<file path="src/rtl/pwl_pkg.sv">
// Shared constants and width helpers for the piecewise-linear evaluator.
package pwl_pkg;

   localparam logic [1:0] CFG_BP = 2'd0;
   localparam logic [1:0] CFG_K  = 2'd1;
   localparam logic [1:0] CFG_B  = 2'd2;

   function automatic int clog2(input int n);
      int r;
      r = 0;
      for (int v = n - 1; v > 0; v = v >> 1) r = r + 1;
      return (r < 1) ? 1 : r;
   endfunction

   // k*x + b needs one guard bit above the full product width
   function automatic int sum_width(input int dw, input int cw);
      return dw + cw + 1;
   endfunction

endpackage

</file>
<file path="src/rtl/pwl_seg_search.sv">
// Segment index = count of breakpoints that x is greater than or equal to.
module pwl_seg_search
   import pwl_pkg::*;
#(
   parameter int DW   = 14,
   parameter int NSEG = 10,
   parameter int SEGW = clog2(NSEG)
) (
   input  logic signed [DW-1:0]   x,
   input  logic [(NSEG-1)*DW-1:0] bp_flat,
   output logic [SEGW-1:0]        seg
);

   // Plain count, so a non-ascending table still yields a defined index
   always_comb begin
      seg = '0;
      for (int i = 0; i < NSEG - 1; i++) begin
         if (x >= $signed(bp_flat[i*DW +: DW])) seg = seg + SEGW'(1);
      end
   end

endmodule

</file>
<file path="src/rtl/pwl_eval.sv">
// Pipelined piecewise-linear evaluator: out = (k[s]*x + b[s]) >>> OUT_SHIFT.
// Build option PWL_SAT_EN: clamp out-of-range results and flag out_sat; otherwise wrap.
module pwl_eval
   import pwl_pkg::*;
#(
   parameter int DW        = 14,
   parameter int CW        = 14,
   parameter int NSEG      = 10,
   parameter int OUT_SHIFT = 0,
   parameter int OW        = 28
) (
   input  logic                               clk,
   input  logic                               rst,
   input  logic                               in_valid,
   output logic                               in_ready,
   input  logic signed [DW-1:0]               x,
   output logic                               out_valid,
   input  logic                               out_ready,
   output logic signed [OW-1:0]               out,
   output logic                               out_sat,
   input  logic                               cfg_we,
   input  logic [1:0]                         cfg_sel,
   input  logic [clog2(NSEG)-1:0]             cfg_addr,
   input  logic [((DW > CW) ? DW : CW)-1:0]   cfg_wdata
);

   localparam int AW = clog2(NSEG);
   localparam int WW = (DW > CW) ? DW : CW;
   localparam int PW = DW + CW;
   localparam int SW = sum_width(DW, CW);
   localparam logic [AW:0] NSEG_V = (AW+1)'(NSEG);
   localparam logic [AW:0] NBP_V  = (AW+1)'(NSEG - 1);

   logic                   addr_ok;
   logic                   wr_pend;
   logic [1:0]             wr_sel;
   logic [AW-1:0]          wr_addr;
   logic [WW-1:0]          wr_data;
   logic signed [DW-1:0]   bp_tab [NSEG-1];
   logic signed [CW-1:0]   k_tab  [NSEG];
   logic signed [CW-1:0]   b_tab  [NSEG];
   logic [(NSEG-1)*DW-1:0] bp_flat;

   logic                   advance;
   logic                   v0, v1, v2;
   logic signed [DW-1:0]   x0, x1;
   logic [AW-1:0]          seg;
   logic signed [CW-1:0]   k1, b1, b2;
   logic signed [PW-1:0]   p2;
   logic signed [SW-1:0]   sum, shifted;
   logic signed [OW-1:0]   res;
   logic                   res_sat;

   always_comb begin
      addr_ok = 1'b0;
      case (cfg_sel)
         CFG_BP:       addr_ok = ({1'b0, cfg_addr} < NBP_V);
         CFG_K, CFG_B: addr_ok = ({1'b0, cfg_addr} < NSEG_V);
         default:      addr_ok = 1'b0;
      endcase
   end

   // Writes commit one edge after capture, so a sample accepted alongside
   // a write still reads the old table in S1.
   always_ff @(posedge clk) begin
      if (rst) begin
         wr_pend <= 1'b0;
         wr_sel  <= '0;
         wr_addr <= '0;
         wr_data <= '0;
         for (int i = 0; i < NSEG - 1; i++) bp_tab[i] <= '0;
         for (int i = 0; i < NSEG; i++) begin
            k_tab[i] <= '0;
            b_tab[i] <= '0;
         end
      end else begin
         wr_pend <= cfg_we && addr_ok;
         wr_sel  <= cfg_sel;
         wr_addr <= cfg_addr;
         wr_data <= cfg_wdata;
         if (wr_pend) begin
            case (wr_sel)
               CFG_BP:  bp_tab[wr_addr] <= DW'(wr_data);
               CFG_K:   k_tab[wr_addr]  <= CW'(wr_data);
               CFG_B:   b_tab[wr_addr]  <= CW'(wr_data);
               default: ;
            endcase
         end
      end
   end

   always_comb begin
      bp_flat = '0;
      for (int i = 0; i < NSEG - 1; i++) bp_flat[i*DW +: DW] = bp_tab[i];
   end

   pwl_seg_search #(
      .DW   (DW),
      .NSEG (NSEG),
      .SEGW (AW)
   ) u_seg (
      .x       (x0),
      .bp_flat (bp_flat),
      .seg     (seg)
   );

   assign advance  = !out_valid || out_ready;
   assign in_ready = advance;

   assign sum     = SW'(p2) + SW'(b2);
   assign shifted = sum >>> OUT_SHIFT;

   generate
      if (OW >= SW) begin : g_ext
         assign res     = OW'(shifted);
         assign res_sat = 1'b0;
      end else begin : g_reduce
`ifdef PWL_SAT_EN
         localparam logic signed [OW-1:0] OMAX = {1'b0, {(OW-1){1'b1}}};
         localparam logic signed [OW-1:0] OMIN = {1'b1, {(OW-1){1'b0}}};
         logic fits;
         // In range when all bits above the OW sign bit match it
         assign fits    = (&shifted[SW-1:OW-1]) || !(|shifted[SW-1:OW-1]);
         assign res     = fits ? shifted[OW-1:0] : (shifted[SW-1] ? OMIN : OMAX);
         assign res_sat = !fits;
`else
         assign res     = OW'(shifted);
         assign res_sat = 1'b0;
`endif
      end
   endgenerate

   always_ff @(posedge clk) begin
      if (rst) begin
         v0        <= 1'b0;
         v1        <= 1'b0;
         v2        <= 1'b0;
         x0        <= '0;
         x1        <= '0;
         k1        <= '0;
         b1        <= '0;
         b2        <= '0;
         p2        <= '0;
         out_valid <= 1'b0;
         out       <= '0;
         out_sat   <= 1'b0;
      end else if (advance) begin
         v0        <= in_valid;
         x0        <= x;
         v1        <= v0;
         x1        <= x0;
         k1        <= k_tab[seg];
         b1        <= b_tab[seg];
         v2        <= v1;
         p2        <= PW'(k1) * PW'(x1);
         b2        <= b1;
         out_valid <= v2;
         if (v2) begin
            out     <= res;
            out_sat <= res_sat;
         end
      end
   end

endmodule

</file>
<file path="config.mk">
export PLATFORM = sky130hd
export DESIGN_NAME = pwl_eval
export DESIGN_NICKNAME = d
export VERILOG_FILES = /design/src/rtl/pwl_pkg.sv /design/src/rtl/pwl_seg_search.sv /design/src/rtl/pwl_eval.sv
export SDC_FILE = /design/constraint.sdc
export NUM_CORES = 2
export LEC_CHECK = 0
export ABC_CLOCK_PERIOD_IN_PS = 8960
export CELL_PAD_IN_SITES_DETAIL_PLACEMENT = 0
export CELL_PAD_IN_SITES_GLOBAL_PLACEMENT = 2
export CORE_AREA = 2 2 327 329
export DETAILED_ROUTE_END_ITERATION = 6
export DIE_AREA = 0 0 329 331
export GPL_TIMING_DRIVEN = 0
export PLACE_DENSITY_LB_ADDON = 0.3
export SLEW_MARGIN = 0
export SYNTH_ARGS = -nofsm -noshare
export SYNTH_HDL_FRONTEND = slang
export SYNTH_SLANG_ARGS = --single-unit
</file>
<file path="constraint.sdc">
create_clock -name clk -period 8.96 [get_ports clk]
set_input_delay 2.24 -clock clk [delete_from_list [all_inputs] [get_ports clk]]
set_output_delay 2.24 -clock clk [all_outputs]
set_load 0.02 [all_outputs]
</file>
-- Word level (Yosys, flattened, before mapping)
Memory sizes are Yosys's and may differ from the RTL's. A register that Yosys moved wholly into a read port is not among the register bits.
Cells that the tools add are included.
W data, S select, Z words.
- memories: 3
- bits of input ports: 39
- register bits: 123
- word-level logic and storage cells: 84
- memory bits (writable): 406
- output and inout bits: 31
- reductions and logical operators: 10
- order comparisons: 11
- $add $sub $neg: 9
- equal/unequal tests: 4
- muxes and demuxes: 33
- multiply operators: 1
- memory list (name ; words ; width ; rd ports ; clocked after memory_dff ; wr ports ; RTL line ; text):
    b_tab ; 10 ; 14 ; 1 ; 1 ; 10 ; pwl_eval.sv:41 ; logic signed [CW-1:0] b_tab [NSEG];
    k_tab ; 10 ; 14 ; 1 ; 1 ; 10 ; pwl_eval.sv:40 ; logic signed [CW-1:0] k_tab [NSEG];
    bp_tab ; 9 ; 14 ; 9 ; 0 ; 9 ; pwl_eval.sv:39 ; logic signed [DW-1:0] bp_tab [NSEG-1];
- operator list (cell ; count):
    $ge A14 B14 Y1 ; 9
    $mux W4 ; 11
    $mux W14 ; 3
    $reduce_or A14 Y1 ; 3
    $add A28 B14 Y28 ; 1
    $add A4 B1 Y4 const B ; 7
    $mul A14 B14 Y28 ; 1
    $mux W1 ; 18
    $lt A4 B4 Y1 const B ; 2
    $eq A2 B1 Y1 const B ; 2
    $eq A2 B2 Y1 const B ; 2
    $logic_not A2 Y1 ; 2
    $add A1 B1 Y2 const B ; 1
    $pmux W1 S2 ; 1
    $reduce_and A2 Y1 ; 1
    $reduce_or A2 Y1 ; 1
    $logic_and A1 B1 Y1 ; 1
    $logic_not A1 Y1 ; 1
    $logic_or A1 B1 Y1 ; 1

-- Logic depth before layout (Yosys ltp)
An unclocked memory read counts as a cell.
- depth after elaboration: 19
- mapped depth: 40
- mapped depth without buffers: 38

-- Cells and area by module
From an unflattened synthesis, not the netlist that was laid out.
- cell total of the unflattened synthesis: 3458
- area total of the unflattened synthesis: 40814.1 um2
- by module, submodules not included (module ; instances ; area each (um2) ; seq. area each (um2) ; cells each):
    pwl_eval ; 1 ; 36945.4 ; 20259.4 ; 2936
    pwl_seg_search ; 1 ; 3868.7 ; 0.0 ; 522

-- Worst setup path after synthesis
OpenSTA, ideal clock, no wires.
- path type: register to register
- start point: register x0[1]
- end point: register k1[7], read port of k_tab
- path buffers: 3
- data arrival time: 8008 ps
- slack: 869 ps
- clock period less this slack: 8091 ps
- stages on the path, launching flop included: 39
- required time: 8877 ps
- setup time: 83 ps
- cell sequence: dfxtp_1 ha_1 nor2b_1 o21a_1 o21a_1 o21a_1 o21a_1 o21a_1 o21a_1 o21a_1 o21a_1 o21a_1 o21a_1 o21ai_0 a41oi_1 ha_1 o211a_1 a2111oi_4 (+3 left out) ha_1 mux2_2 ha_1 nor2_1 nor3_1 ha_1 nand2_1 o31ai_2 ha_1 mux2_2 ha_1 mux2_2 buf_6 buf_6 buf_2 mux2i_1 mux4_1 o221ai_2
- word-level cells in the longest chain between the ends: 18
- elaborated cells between the ends (all ways): 26
- classes of those cells: add/sub (8); order compare (9); mux (9)
- RTL lines (element ; RTL line ; text):
    from (decl) ; pwl_eval.sv:46 ; logic signed [DW-1:0] x0, x1;
    from (signal assigned) ; pwl_eval.sv:138 ; x0 <= '0;
    from (signal assigned) ; pwl_eval.sv:149 ; x0 <= x;
    $ge A14 B14 Y1 ; pwl_seg_search.sv:18 ; if (x >= $signed(bp_flat[i*DW +: DW])) seg = seg + SEGW'(1);
    $mux W1 ; pwl_seg_search.sv:18 ;
    $add A1 B1 Y2 ; pwl_seg_search.sv:18 ;
    $mux W4 ; pwl_seg_search.sv:18 ;
    $add A4 B1 Y4 ; pwl_seg_search.sv:18 ;
    $mux W4 ; pwl_seg_search.sv:18 ;
    $add A4 B1 Y4 ; pwl_seg_search.sv:18 ;
    $mux W4 ; pwl_seg_search.sv:18 ;
    (+2 left out) ; -- ;
    $add A4 B1 Y4 ; pwl_seg_search.sv:18 ;
    $mux W4 ; pwl_seg_search.sv:18 ;
    $add A4 B1 Y4 ; pwl_seg_search.sv:18 ;
    $mux W4 ; pwl_seg_search.sv:18 ;
    $add A4 B1 Y4 ; pwl_seg_search.sv:18 ;
    $mux W4 ; pwl_seg_search.sv:18 ;
    $add A4 B1 Y4 ; pwl_seg_search.sv:18 ;
    $mux W4 * ; pwl_seg_search.sv:18 ;
    to (decl) ; pwl_eval.sv:48 ; logic signed [CW-1:0] k1, b1, b2;
Every way passes the cells marked *; elsewhere a longest branch is shown, timed or not.
A chain may end at the register's enable or synchronous reset.

==> flow_metrics.env <==
export IMPL_use_met2=0.3704
export IMPL_seq_area_frac_synth=0.4852
export IMPL_multi_input_area_mm2=0.01927
export IMPL_num_io_pins=70
export IMPL_p_per_area_mw_per_mm2=339.4
export IMPL_instances_no_fill=5211
export IMPL_fmax_ghz=0.1163
export IMPL_holdCritPathClass="flop to flop"
export IMPL_outcome="completed"
export IMPL_fillers=9845
export IMPL_ys_flop_type="edfxtp_1"
export IMPL_crit_path_end_kind="flop"
export IMPL_ys_types=79
export IMPL_peakVddDrop_v=0.0004945
export IMPL_post_drt_wl_per_cell_um=22.93
export IMPL_globalplace_congestion=0.8283
export IMPL_drv_cap=0
export IMPL_skew_ps=57.53
export IMPL_die_area_mm2=0.1089
export IMPL_synth_edf_count=574
export IMPL_yosys_warnings=0
export IMPL_rsz0062_at_grt="false"
export IMPL_dpl_cell_count=5052
export IMPL_hold_buffers=0
export IMPL_cts_sinks=725
export IMPL_hpwl_mm=88.53
export IMPL_grtUsageMet3=0.02849
export IMPL_min_period_ps=8599
export IMPL_syn_instance_count=3562
export IMPL_ys_ff_latch=725
export IMPL_grt_busiest_layer="met2"
export IMPL_cts_tree="built"
export IMPL_initial_core_util=0.3978
export IMPL_cts_buffers=83
export IMPL_grt_max_degree=17
export IMPL_syn_cell_area_mm2=0.04176
export IMPL_dr_pass1_iters=7
export IMPL_setup_violations=0
export IMPL_syn_to_final_growth_pct=13.65
export IMPL_overflow=0
export IMPL_io_buffers=67
export IMPL_fin_tns_setup_ps=0
export IMPL_wirelength_mm=119.5
export IMPL_worstPathArrival_ps=9190
export IMPL_grt_usage=0.2224
export IMPL_first_global_vias=27070
export IMPL_root_buffer="clkbuf_16"
export IMPL_cp_common_cell="o21a_1"
export IMPL_relSlewSlack=0.1313
export IMPL_rows=119
export IMPL_dp_worst_setup_slack_ps=-917.6
export IMPL_drive_gt1_frac=0.08148
export IMPL_regArea_mm2=0.02027
export IMPL_fp_coreArea_mm2=0.1050
export IMPL_dr_total_vias=26560
export IMPL_syn_nets=4027
export IMPL_ys_async_sr_fraction=0
export IMPL_cts_max_level=3
export IMPL_setup_ws_ps=360.7
export IMPL_drc=0
export IMPL_drt_iter0_drc=1837
export IMPL_grt_pass1_wl_mm=177.1
export IMPL_worst_slew_pin_slew_ps=1298
export IMPL_timing_critical_path_slowest_cell_delay_ps=570
export IMPL_reg2reg_from="bp_tab[1][1]$_SDFFCE_PN0P_"
export IMPL_fin_util=0.4521
export IMPL_vias_per_cell=5.097
export IMPL_crit_path_start="bp_tab[1][1]$_SDFFCE_PN0P_"
export IMPL_crit_type="flop to flop"
export IMPL_crit_fanout=10
export IMPL_clk_latency_ps=680
export IMPL_finalCritPeriodShare=0.9597
export IMPL_postRouteAntennaNets=0
export IMPL_p_total_mw=16.11
export IMPL_dieWidth_um=329
export IMPL_maxSlewViolCount=0
export IMPL_min_delay_start="out[16]$_SDFFE_PP0P_"
export IMPL_clkSlewWorstSetupHoldPaths_ps=60
export IMPL_fin_nets=4214
export IMPL_met1_usage=0.3055
export IMPL_cp_required_ps=9550
export IMPL_cpMaxStageDelayCell="mux4_1"
export IMPL_hold_viol=0
export IMPL_syn_mean_instance_area_um2=11.72
export IMPL_p_leak_nw=19.40
export IMPL_antenna_found_initial=6
export IMPL_die_y_um=331
export IMPL_start_kind="flop"
export IMPL_cts_buffer_depth=3
[flip-flops by register name (all words and copies together), names as in the netlist]
| signal | cells |
|---|---|
| out | 28 |
| b_tab | 224 |
| b2 | 14 |
| k_tab | 224 |
| v0 | 1 |
| out_valid | 1 |
| wr_pend | 1 |
| k1 | 14 |
| v1 | 1 |
| bp_tab | 126 |
| wr_data | 14 |
| x1 | 14 |
| x0 | 14 |
| p2 | 28 |
| v2 | 1 |
| b1 | 14 |
| wr_sel | 2 |
| wr_addr | 4 |
[worst paths after layout]
check	endpoint	slack, ps	depth (start not counted)
max reg2reg	k1[13]$_SDFFE_PP0N_	360	39
max	k1[13]$_SDFFE_PP0N_	360	39
min	out[16]$_SDFFE_PP0P_	450	2
min reg2reg	out[16]$_SDFFE_PP0P_	450	2
[Yosys cell counts (6+ instances only)]
master | instances | share of area
nand2_1 | 322 | 0.029
mux4_1 | 31 | 0.020
nor3_1 | 24 | 0.0029
nor4_1 | 11 | 0.0016
buf_2 | 19 | 0.0023
clkbuf_1 | 125 | 0.011
nand2b_1 | 16 | 0.0024
o211ai_1 | 8 | 0.0014
o221ai_2 | 19 | 0.0068
and2_1 | 335 | 0.050
a21oi_1 | 130 | 0.016
o221ai_1 | 10 | 0.0021
nand3b_1 | 7 | 0.0013
fa_1 | 196 | 0.094
a21o_1 | 21 | 0.0038
buf_4 | 11 | 0.0020
a211oi_1 | 15 | 0.0027
or2_2 | 6 | 0.00090
o21ai_0 | 68 | 0.0082
nand4_1 | 26 | 0.0039
mux4_2 | 25 | 0.013
and3_1 | 11 | 0.0016
xor2_1 | 8 | 0.0017
a31oi_1 | 13 | 0.0019
inv_1 | 411 | 0.037
ha_1 | 230 | 0.069
nor2_1 | 234 | 0.021
nor2b_1 | 33 | 0.0049
mux2i_1 | 224 | 0.054
o21bai_1 | 13 | 0.0023
xnor2_1 | 55 | 0.012
edfxtp_1 | 574 | 0.41
o21a_1 | 30 | 0.0054
nand3_1 | 53 | 0.0064
dfxtp_1 | 151 | 0.072
a22o_1 | 6 | 0.0013
[layout make-up]
class / instances / share of cell area
Inverter: 412 / 0.03267
Tap cell: 1391 / 0.03667
Multi-Input combinational cell: 2257 / 0.4060
Clock buffer: 114 / 0.04941
Timing Repair Buffer: 103 / 0.02062
Buffer: 167 / 0.01722
Antenna cell: 3 / 0.0001582
Clock inverter: 39 / 0.01007
Sequential cell: 725 / 0.4272
[cells in the final DEF, fill, tap and decap left out, drive strengths merged, types with 33 or more instances in the layout]
cell           instances
inv                  417
nor2b                 33
nand3                 53
xnor2                 59
ha                   230
fa                   196
clkdlybuf4s50         67
nor2                 235
mux2i                225
mux4                  56
a21oi                131
dfxtp                151
clkbuf               240
buf                   77
nand2                322
o21ai                 71
edfxtp               574
and2                 335
[stage by stage]
stage | instance area, µm² | hold slack (ps)
floorplan | 41760 | 432.1
global placement | 44170 | 442.2
detailed placement | 44510 | 446.1
CTS | 47380 | 453.3
global route | 47450 | 470.6
finish | 47460 | 448.9
[cells by family after synthesis]
group	Yosys count	share of synthesized area
buf+inv	580	0.05585
mux	285	0.08809
simple gates	1093	0.1291
flops	725	0.4852
xor+xnor	68	0.01570
compound gates	384	0.06305
fa+ha+maj	426	0.1629
other cells	1	0.00008981
[critical path, delay by kind of cell, from the launching register on]
family / cells / cell delay, ps
compound gates: 15 / 2660
fa+ha+maj: 8 / 2340
buf+inv: 5 / 690
flops: 1 / 360
mux: 6 / 1910
simple gates: 5 / 540
[power by group]
part	internal [mW]	switching, mW
combinational	3.69	4.87
clock	2.03	1.47
sequential	3.81	0.232
total	9.54	6.57
[per-layer routing]
metal,routed length (µm),vias up,share of wire
met1,53940,13220,0.45
li1,-,12650,-
met4,3417,0,0.029
met5,0,-,0
met3,5250,152,0.044
met2,56880,540,0.48
[repair_timing]
| item | CTS | global route |
|---|---|---|
| setup buffers | 2 | 2 |
| gates cloned | 0 | 0 |
| resized for setup | 17 | 19 |
| pin swaps | 0 | 3 |
| setup endpoints to repair | 28 | 28 |
(Power assumes the default switching activity.)
